$ cat src/rtl/instr_mem_prog_if.sv
// Fetch and word-serial load bus of the host-loadable instruction memory.
// The CPU/host side uses the master modport and the memory uses the slave modport.
interface instr_mem_prog_if #(
  parameter int unsigned DATA_W = 16,
  parameter int unsigned ADDR_W = 16
);
  logic [ADDR_W-1:0] pc;
  logic              fetch_en;
  logic [DATA_W-1:0] instruction;
  logic              instr_valid;
  logic              addr_err;
  logic              load_start;
  logic              load_abort;
  logic              load_valid;
  logic [DATA_W-1:0] load_data;
  logic              load_ready;
  logic              load_busy;
  logic              load_done;

  modport master (
    output pc, fetch_en, load_start, load_abort, load_valid, load_data,
    input  instruction, instr_valid, addr_err, load_ready, load_busy, load_done
  );

  modport slave (
    input  pc, fetch_en, load_start, load_abort, load_valid, load_data,
    output instruction, instr_valid, addr_err, load_ready, load_busy, load_done
  );
endinterface

$ cat src/rtl/instr_mem_prog.sv
// Host-loadable instruction memory with a registered fetch port.
// A loader FSM writes words 0..DEPTH-1 serially. Fetches are refused while a load is in progress.
module instr_mem_prog #(
  parameter int unsigned DATA_W = 16,
  parameter int unsigned ADDR_W = 16,
  parameter int unsigned DEPTH  = 16
) (
  input logic              clk,
  input logic              reset,
  instr_mem_prog_if.slave  bus
);
  localparam int unsigned IDX_W = (DEPTH > 1) ? $clog2(DEPTH) : 1;
  localparam logic [ADDR_W:0] LIMIT = (ADDR_W+1)'(2 * DEPTH);
  localparam logic [IDX_W-1:0] LAST = IDX_W'(DEPTH - 1);

  typedef enum logic {S_IDLE = 1'b0, S_LOAD = 1'b1} state_t;

  state_t            r_state;
  logic [IDX_W-1:0]  r_wptr;
  logic              r_load_ready;
  logic              r_load_busy;
  logic              r_load_done;
  logic [DATA_W-1:0] r_instruction;
  logic              r_instr_valid;
  logic              r_addr_err;

  // Power-up image is all zeros (NOP). Reset leaves the array untouched.
  logic [DATA_W-1:0] r_mem [DEPTH] = '{default: '0};

  logic             w_accept;
  logic             w_addr_ok;
  logic [IDX_W-1:0] w_idx;
  logic             w_write;

  assign w_idx     = bus.pc[IDX_W:1];
  assign w_addr_ok = ({1'b0, bus.pc} < LIMIT) && !bus.pc[0];
  assign w_accept  = bus.fetch_en && (r_state == S_IDLE);
  // An abort wins over a handshake in the same cycle.
  assign w_write   = (r_state == S_LOAD) && bus.load_valid && !bus.load_abort;

  // Loader FSM. The ready, busy and done outputs are registered decodes.
  always_ff @(posedge clk or posedge reset) begin
    if (reset) begin
      r_state      <= S_IDLE;
      r_wptr       <= '0;
      r_load_ready <= 1'b0;
      r_load_busy  <= 1'b0;
      r_load_done  <= 1'b0;
    end else begin
      r_load_done <= 1'b0;
      case (r_state)
        S_IDLE: begin
          if (bus.load_start) begin
            r_state      <= S_LOAD;
            r_wptr       <= '0;
            r_load_ready <= 1'b1;
            r_load_busy  <= 1'b1;
          end
        end
        S_LOAD: begin
          if (bus.load_abort) begin
            r_state      <= S_IDLE;
            r_load_ready <= 1'b0;
            r_load_busy  <= 1'b0;
          end else if (bus.load_valid) begin
            r_wptr <= r_wptr + IDX_W'(1);
            if (r_wptr == LAST) begin
              r_state      <= S_IDLE;
              r_load_ready <= 1'b0;
              r_load_busy  <= 1'b0;
              r_load_done  <= 1'b1;
            end
          end
        end
        default: begin
          r_state      <= S_IDLE;
          r_load_ready <= 1'b0;
          r_load_busy  <= 1'b0;
        end
      endcase
    end
  end

  always_ff @(posedge clk) begin
    if (w_write) begin
      r_mem[r_wptr] <= bus.load_data;
    end
  end

  // Registered fetch. When no fetch is accepted, the word and the error flag hold.
  always_ff @(posedge clk or posedge reset) begin
    if (reset) begin
      r_instruction <= '0;
      r_instr_valid <= 1'b0;
      r_addr_err    <= 1'b0;
    end else begin
      r_instr_valid <= w_accept;
      if (w_accept) begin
        if (w_addr_ok) begin
          r_instruction <= r_mem[w_idx];
          r_addr_err    <= 1'b0;
        end else begin
          r_instruction <= '0;
          r_addr_err    <= 1'b1;
        end
      end
    end
  end

  assign bus.instruction = r_instruction;
  assign bus.instr_valid = r_instr_valid;
  assign bus.addr_err    = r_addr_err;
  assign bus.load_ready  = r_load_ready;
  assign bus.load_busy   = r_load_busy;
  assign bus.load_done   = r_load_done;
endmodule

$ cat src/flat_wrapper.sv
// flat-port wrapper written by rule: the top's interface ports become plain ports
module instr_mem_prog_flat 
#(
  parameter int unsigned DATA_W = 16,
  parameter int unsigned ADDR_W = 16,
  parameter int unsigned DEPTH  = 16
)
  (clk, reset, bus_pc, bus_fetch_en, bus_load_start, bus_load_abort, bus_load_valid, bus_load_data, bus_instruction, bus_instr_valid, bus_addr_err, bus_load_ready, bus_load_busy, bus_load_done);
  instr_mem_prog_if #(.DATA_W(DATA_W), .ADDR_W(ADDR_W)) bus_i ();
  input logic clk;
  input logic reset;
  input wire logic [$bits(bus_i.pc)-1:0] bus_pc;
  input wire logic [$bits(bus_i.fetch_en)-1:0] bus_fetch_en;
  input wire logic [$bits(bus_i.load_start)-1:0] bus_load_start;
  input wire logic [$bits(bus_i.load_abort)-1:0] bus_load_abort;
  input wire logic [$bits(bus_i.load_valid)-1:0] bus_load_valid;
  input wire logic [$bits(bus_i.load_data)-1:0] bus_load_data;
  output wire logic [$bits(bus_i.instruction)-1:0] bus_instruction;
  output wire logic [$bits(bus_i.instr_valid)-1:0] bus_instr_valid;
  output wire logic [$bits(bus_i.addr_err)-1:0] bus_addr_err;
  output wire logic [$bits(bus_i.load_ready)-1:0] bus_load_ready;
  output wire logic [$bits(bus_i.load_busy)-1:0] bus_load_busy;
  output wire logic [$bits(bus_i.load_done)-1:0] bus_load_done;
  assign bus_i.pc = bus_pc;
  assign bus_i.fetch_en = bus_fetch_en;
  assign bus_i.load_start = bus_load_start;
  assign bus_i.load_abort = bus_load_abort;
  assign bus_i.load_valid = bus_load_valid;
  assign bus_i.load_data = bus_load_data;
  assign bus_instruction = bus_i.instruction;
  assign bus_instr_valid = bus_i.instr_valid;
  assign bus_addr_err = bus_i.addr_err;
  assign bus_load_ready = bus_i.load_ready;
  assign bus_load_busy = bus_i.load_busy;
  assign bus_load_done = bus_i.load_done;
  instr_mem_prog #(.DATA_W(DATA_W), .ADDR_W(ADDR_W), .DEPTH(DEPTH)) u_core (.clk(clk), .reset(reset), .bus(bus_i));
endmodule
$ cat config.mk
export PLATFORM = sky130hd
export DESIGN_NAME = instr_mem_prog_flat
export DESIGN_NICKNAME = d
export VERILOG_FILES = /design/src/rtl/instr_mem_prog_if.sv /design/src/rtl/instr_mem_prog.sv /design/src/flat_wrapper.sv
export SDC_FILE = /design/constraint.sdc
export NUM_CORES = 1
export LEC_CHECK = 0
export ABC_AREA = 0
export CAP_MARGIN = 20
export CORE_MARGIN = 5
export CORE_UTILIZATION = 40
export CTS_BUF_LIST = sky130_fd_sc_hd__clkbuf_4
export DETAILED_ROUTE_END_ITERATION = 8
export PLACE_DENSITY = 0.55
export SLEW_MARGIN = 20
export SYNTH_ARGS = -nofsm -noshare
export SYNTH_HDL_FRONTEND = slang
export SYNTH_SLANG_ARGS = --single-unit
$ cat constraint.sdc
create_clock -name clk -period 2.2 [get_ports clk]
set_input_delay 0.66 -clock clk [delete_from_list [all_inputs] [get_ports clk]]
set_output_delay 0.66 -clock clk [all_outputs]
set_load 0.01 [all_outputs]
==> metrics, run 1 <==
Leakage=4.99 nW; Die ar.=31300 sq um; highest-count cells in the layout ignoring fill and taps=edfxtp_1, clkbuf_4, mux2_2, buf_4, clkdlybuf4s50_1; maxcap violations=0; antenna violations before repair=1; top_reg_cell synth=edfxtp_1; Finish-stage setup viols=0; worst hold slack=0.430 ns; WL/cell=21.9 um; status=finished clean; Async S/R FF share, synth=8.90%; fin crit share=91.9%; CP Cell Sequence=dlygate4sd2_1; TritonCTS clock tree=yes; H-tree levels=3; die height=177 um; top-area cell type share of the netlist area=68.9%; Synth area leaders=edfxtp_1, mux2_2, dfrtp_1; Max IR drop VDD=0.000398 V; FP Rows=61; IO Pins=59; Critical R2R Capture=u_core.bus.instruction[13]$_DFFE_PP0P_; Worst-path clk slew=0.07 ns; # hold bufs at CTS=0; Initial Util=40.4%; Via Count=6472; vias per std cell=5.23; Root Driver=clkbuf_4; DR pass1 iterations=6; maximum fanout along the worst path=2; clock buffer depth=3; Crit. Startpoint=u_core.bus.instruction[11]$_DFFE_PP0P_; Routed WL=27100 um; Final Max Slew Viols=0; Mapped Area=11200 sq um; Routed Antenna Nets=0; Setup crit end=bus_instruction[11]; Reg2Reg Launch Point=u_core.r_state$_DFF_PP0_; synth-to-layout area growth=25.4%; WP depth=1; worst slew pin tran=0.628 ns; f_max=495 MHz; slowest stage cell, crit path=dfrtp_1; die width=177 um; hpwl dp=17000 um; crit end category=output pin; crit-path leading delay family=flip-flops; Mean Syn Cell Area=18.0 sq um; register bit total from synthesis=281; Tot Pwr=11.2 mW; nets=841; cells on worst reg2reg path=5; GP Congestion=0.780; Layout Skew=0.0311 ns; Buf/Inv on CP=1; Fillers=2384; pin count of the biggest net entering global routing=47; Hold Crit Class=input pin to async pin; number of library cell types mapped by synthesis=39; crit-path max cell delay=0.40 ns; Ys Warns=0; Hold Vio Cnt, Final=0; vias in the first global route=6892; Synth Instances=620; Syn Nets=662; Tot GR Track Use=17.5%; Crit Path Class=flip-flop to output pin; sequential area share after synthesis=74.5%; RSZ-0062 raised after global routing=no; total CTS buffers=74; global-route wire length before repair=40900 um; EDFF count, synth=256; slew margin rel.=58.0%; Setup Total Neg Slack=0 ns; Worst-Skew Late Latency=0.66 ns; Crit path arrival time=1.36 ns; Pwr Density=798 nW/um^2; min cycle time layout=2.02 ns; Multi-input gate area=2660 sq um; grt total ovfl=0; FF+latch area=8310 sq um; Port Buf Inserts=58; starting DRC count in detailed routing=506; Floorplan Core Area=27600 sq um; layout cells sized above 1=36.8%; Synth area leader=edfxtp_1; Worst Path Required=1.54 ns; clk sinks=281; # DRC=0; crit start category=flip-flop; r2r setup slk=0.37 ns; commonest non-fill, non-tap cell in the layout=edfxtp_1
## stage by stage
stage	util, %	setup slack [ns]	cell area (sq um)	instances
3_3_place_gp	47.1	-0.404	13000	1100
4_1_cts	50.6	0.0918	14000	1236
3_5_place_dp	47.1	-0.440	13000	1100
6_report	50.6	0.179	14000	1237
5_1_grt	50.6	0.0945	14000	1237
2_1_floorplan	-	0.0359	11200	620
## logic make-up (layout without fill, tap and decap cells)
family                   count (synthesis)  count (layout)  synth area share [%]
other                                    0               1                     0
flip-flops                             281             281                  74.5
XOR/XNOR                                 1               1                0.0785
AO/OA/AOI/OAI                           90              90                  6.38
AND/OR/NAND/NOR                         74              74                  3.81
adder cells (fa/ha/maj)                  4               4                 0.449
buffers and inverters                   40             278                  1.79
multiplexers                           130             130                  12.9
## worst min path at each step
| stage | endpoint | cells after the start |
|---|---|---|
| CTS | u_core.bus.instruction[9]$_DFFE_PP0P_ | 3 |
| floorplan | u_core.bus.instruction[14]$_DFFE_PP0P_ | 2 |
| global route | u_core.bus.instruction[9]$_DFFE_PP0P_ | 3 |
| finish | u_core.bus.instruction[9]$_DFFE_PP0P_ | 3 |
| global placement | u_core.bus.instruction[5]$_DFFE_PP0P_ | 1 |
| detailed placement | u_core.bus.instruction[14]$_DFFE_PP0P_ | 2 |
## layer usage
metal	vias up	part of all wire (%)	GRT usage [%]	wire, um
met3	58	6.4	3.87	1720
li1	2921	-	-	-
met4	0	2.6	6.58	704
met5	-	0	0	0
met1	3267	42	23.0	11300
met2	226	49	28.8	13300
## where the power goes
part | internal [mW] | switching (mW) | leakage (nW)
Sequential | 5.87 | 0.0213 | 2.64
Combinational | 0.318 | 0.372 | 1.76
Clock | 2.52 | 2.07 | 0.590
## cell usage after synthesis, types with 2 or more instances
cell and instances:
buf_6 3, a22oi_1 2, mux2i_1 16, nand2_1 22
nor2_1 10, edfxtp_1 256, a21oi_1 21, and2_1 19
o31ai_1 4, ha_1 4, buf_4 4, or4_1 3
dfrtp_1 25, buf_2 10, o21ai_0 5, nand4_1 3
mux2_2 95, nand2b_1 2, and3_1 2, o22ai_1 2
clkbuf_1 18, a222oi_1 28, inv_1 5, nor2b_1 3
a32oi_1 13, a22o_1 13, nor3b_1 2, mux2_1 19
## state kept, by name, indices dropped and copies added (netlist names)
signal / flops
u_core.bus.addr_err: 1
u_core.bus.instruction: 16
u_core.r_mem: 256
u_core.r_state: 1
u_core.bus.load_done: 1
u_core.bus.instr_valid: 1
u_core.r_wptr: 4
u_core.bus.load_ready: 1
## timing repair
action,in CTS,in global routing
setup endpoints to repair,21,0
buffers inserted,1,0
gates resized for setup,21,0
## cell type report
class | count | area share [%]
sequential | 281 | 59.5
multi-input combinational | 299 | 19.0
tap | 378 | 3.38
antenna | 1 | 0.0179
inverter | 5 | 0.134
timing repair buffer | 138 | 11.0
clock buffer | 116 | 6.23
clock inverter | 19 | 0.752
Note: power is estimated with default switching activity, not from simulation.
==> run 2, diff against run 1 <==
HOLD_SLACK_MARGIN = 0.12   (was default)
REMOVE_ABC_BUFFERS = 1   (was default)
SKIP_CTS_REPAIR_TIMING = 1   (was default)
==> metrics, run 2 (synthesis gave the netlist of run 1 again) <==
vias per std cell=5.22; Max IR drop VDD=0.000362 V; vias in the first global route=6897; layout cells sized above 1=35.2%; Layout Skew=0.0338 ns; max reg flops=256; Via Count=6372; crit start category=input pin; Tot GR Track Use=17.4%; DR pass1 iterations=6; Initial Util=40.4%; placed cell areas=12800 sq um; r2r setup slk=0.40 ns; antenna violations before repair=1; slowest stage cell, crit path=clkdlybuf4s50_1; WL/cell=22.1 um; global-route wire length before repair=40900 um; FP Rows=61; CP Cell Sequence=clkdlybuf4s50_1 > nor2b_1 > nand2_1 > nor3b_1 > and2_1 > buf_12; Leakage=5.19 nW; Pwr Density=828 nW/um^2; total CTS buffers=76; hpwl dp=15600 um; Crit path arrival time=2.23 ns; Setup Total Neg Slack=0 ns; Routed WL=26900 um; die height=177 um; commonest non-fill, non-tap cell in the layout=edfxtp_1; fin crit share=86.4%; Top reg by flops=u_core.r_mem; Buf/Inv on CP=2; slew margin rel.=59.7%; crit-path leading delay family=simple AND/OR/NAND/NOR gates; Setup Slack @ Placement=-0.343 ns; Worst-path clk slew=0.06 ns; cells on worst reg2reg path=5; die width=177 um; Worst-Skew Late Latency=0.66 ns; worst slew pin tran=0.602 ns; Crit Path Class=input pin to flip-flop; GP Congestion=0.760; Fillers=2366; Reg2Reg Launch Point=u_core.r_state$_DFF_PP0_; min cycle time layout=1.90 ns; Hold Crit Class=input pin to async pin; maxcap violations=0; Final Max Slew Viols=0; RSZ-0062 raised after global routing=no; starting DRC count in detailed routing=566; clk sinks=281; highest-count cells in the layout ignoring fill and taps=edfxtp_1, clkbuf_4, mux2_2, clkdlybuf4s50_1, buf_4; f_max=526 MHz; nets=823; status=finished clean; Post-Layout Inst Area=14000 sq um; TritonCTS clock tree=yes; synth-to-layout area growth=25.1%; Floorplan Core Area=27600 sq um; Routed Antenna Nets=0; Worst Path Required=2.53 ns; Die ar.=31300 sq um; crit-path max cell delay=0.48 ns; Finish-stage setup viols=0; clock buffer depth=3; Hold Vio Cnt, Final=0; final setup margin=0.299 ns; maximum fanout along the worst path=16; # DRC=0; Critical R2R Capture=u_core.bus.instruction[8]$_DFFE_PP0P_; grt total ovfl=0; pin count of the biggest net entering global routing=33; H-tree levels=3; Root Driver=clkbuf_4; IO Pins=59; post-layout util=50.5%; Port Buf Inserts=58; crit end category=flip-flop
-- run 2: per-layer routing --
metal	routed length [um]	GRT usage [%]	part of all wire (%)
met1	11900	23.6	44
met2	12700	27.2	47
met3	1740	3.97	6.5
met4	644	7.09	2.4
met5	0	0	0
-- run 2: metrics by stage --
step | hold slack [ns] | std cells | total power, mW
global placement | 0.488 | 1081 | 6.66
floorplan | 0.516 | 585 | 6.26
finish | 0.413 | 1221 | 11.6
detailed placement | 0.496 | 1081 | 6.67
CTS | 0.358 | 1219 | 11.7
global route | 0.376 | 1221 | 12.1
-- run 2: layout make-up --
type	instances	area, sq um	area share, %
well taps	378	473	3.39
flip-flops and latches	281	8310	59.6
inverters	5	18.8	0.134
clock inverters	9	113	0.807
diodes	2	5.00	0.0359
clock buffers	129	968	6.94
multi-input cells	299	2650	19.0
repair buffers	118	1420	10.2
-- run 2: where the power goes --
group	internal, mW	switching (mW)	total [mW]
clock network	2.97	2.04	5.01
logic	0.307	0.358	0.665
registers	5.87	0.0203	5.89
total	9.14	2.42	11.6
-- run 2: worst max path at each step --
stage / slack [ns] / start / cells past startpoint / to
5_1_grt: 0.21 / u_core.bus.instruction[7]$_DFFE_PP0P_ / 1 / bus_instruction[7]
3_5_place_dp: -0.34 / bus_load_valid / 6 / u_core.r_mem[11][1]$_DFFE_PP_
3_3_place_gp: -0.34 / bus_load_valid / 6 / u_core.r_mem[0][2]$_DFFE_PP_
4_1_cts: -0.14 / u_core.bus.load_ready$_DFFE_PP0P_ / 1 / bus_load_ready
6_report: 0.30 / bus_load_valid / 6 / u_core.r_mem[9][12]$_DFFE_PP_
2_1_floorplan: -0.14 / bus_pc[3] / 4 / u_core.bus.instruction[8]$_DFFE_PP0P_
-- run 2: worst min-delay path: stages --
cell,delay (ns)
clkdlybuf4s50_1,0.39
inv_1,0.05
buf_4,0.39
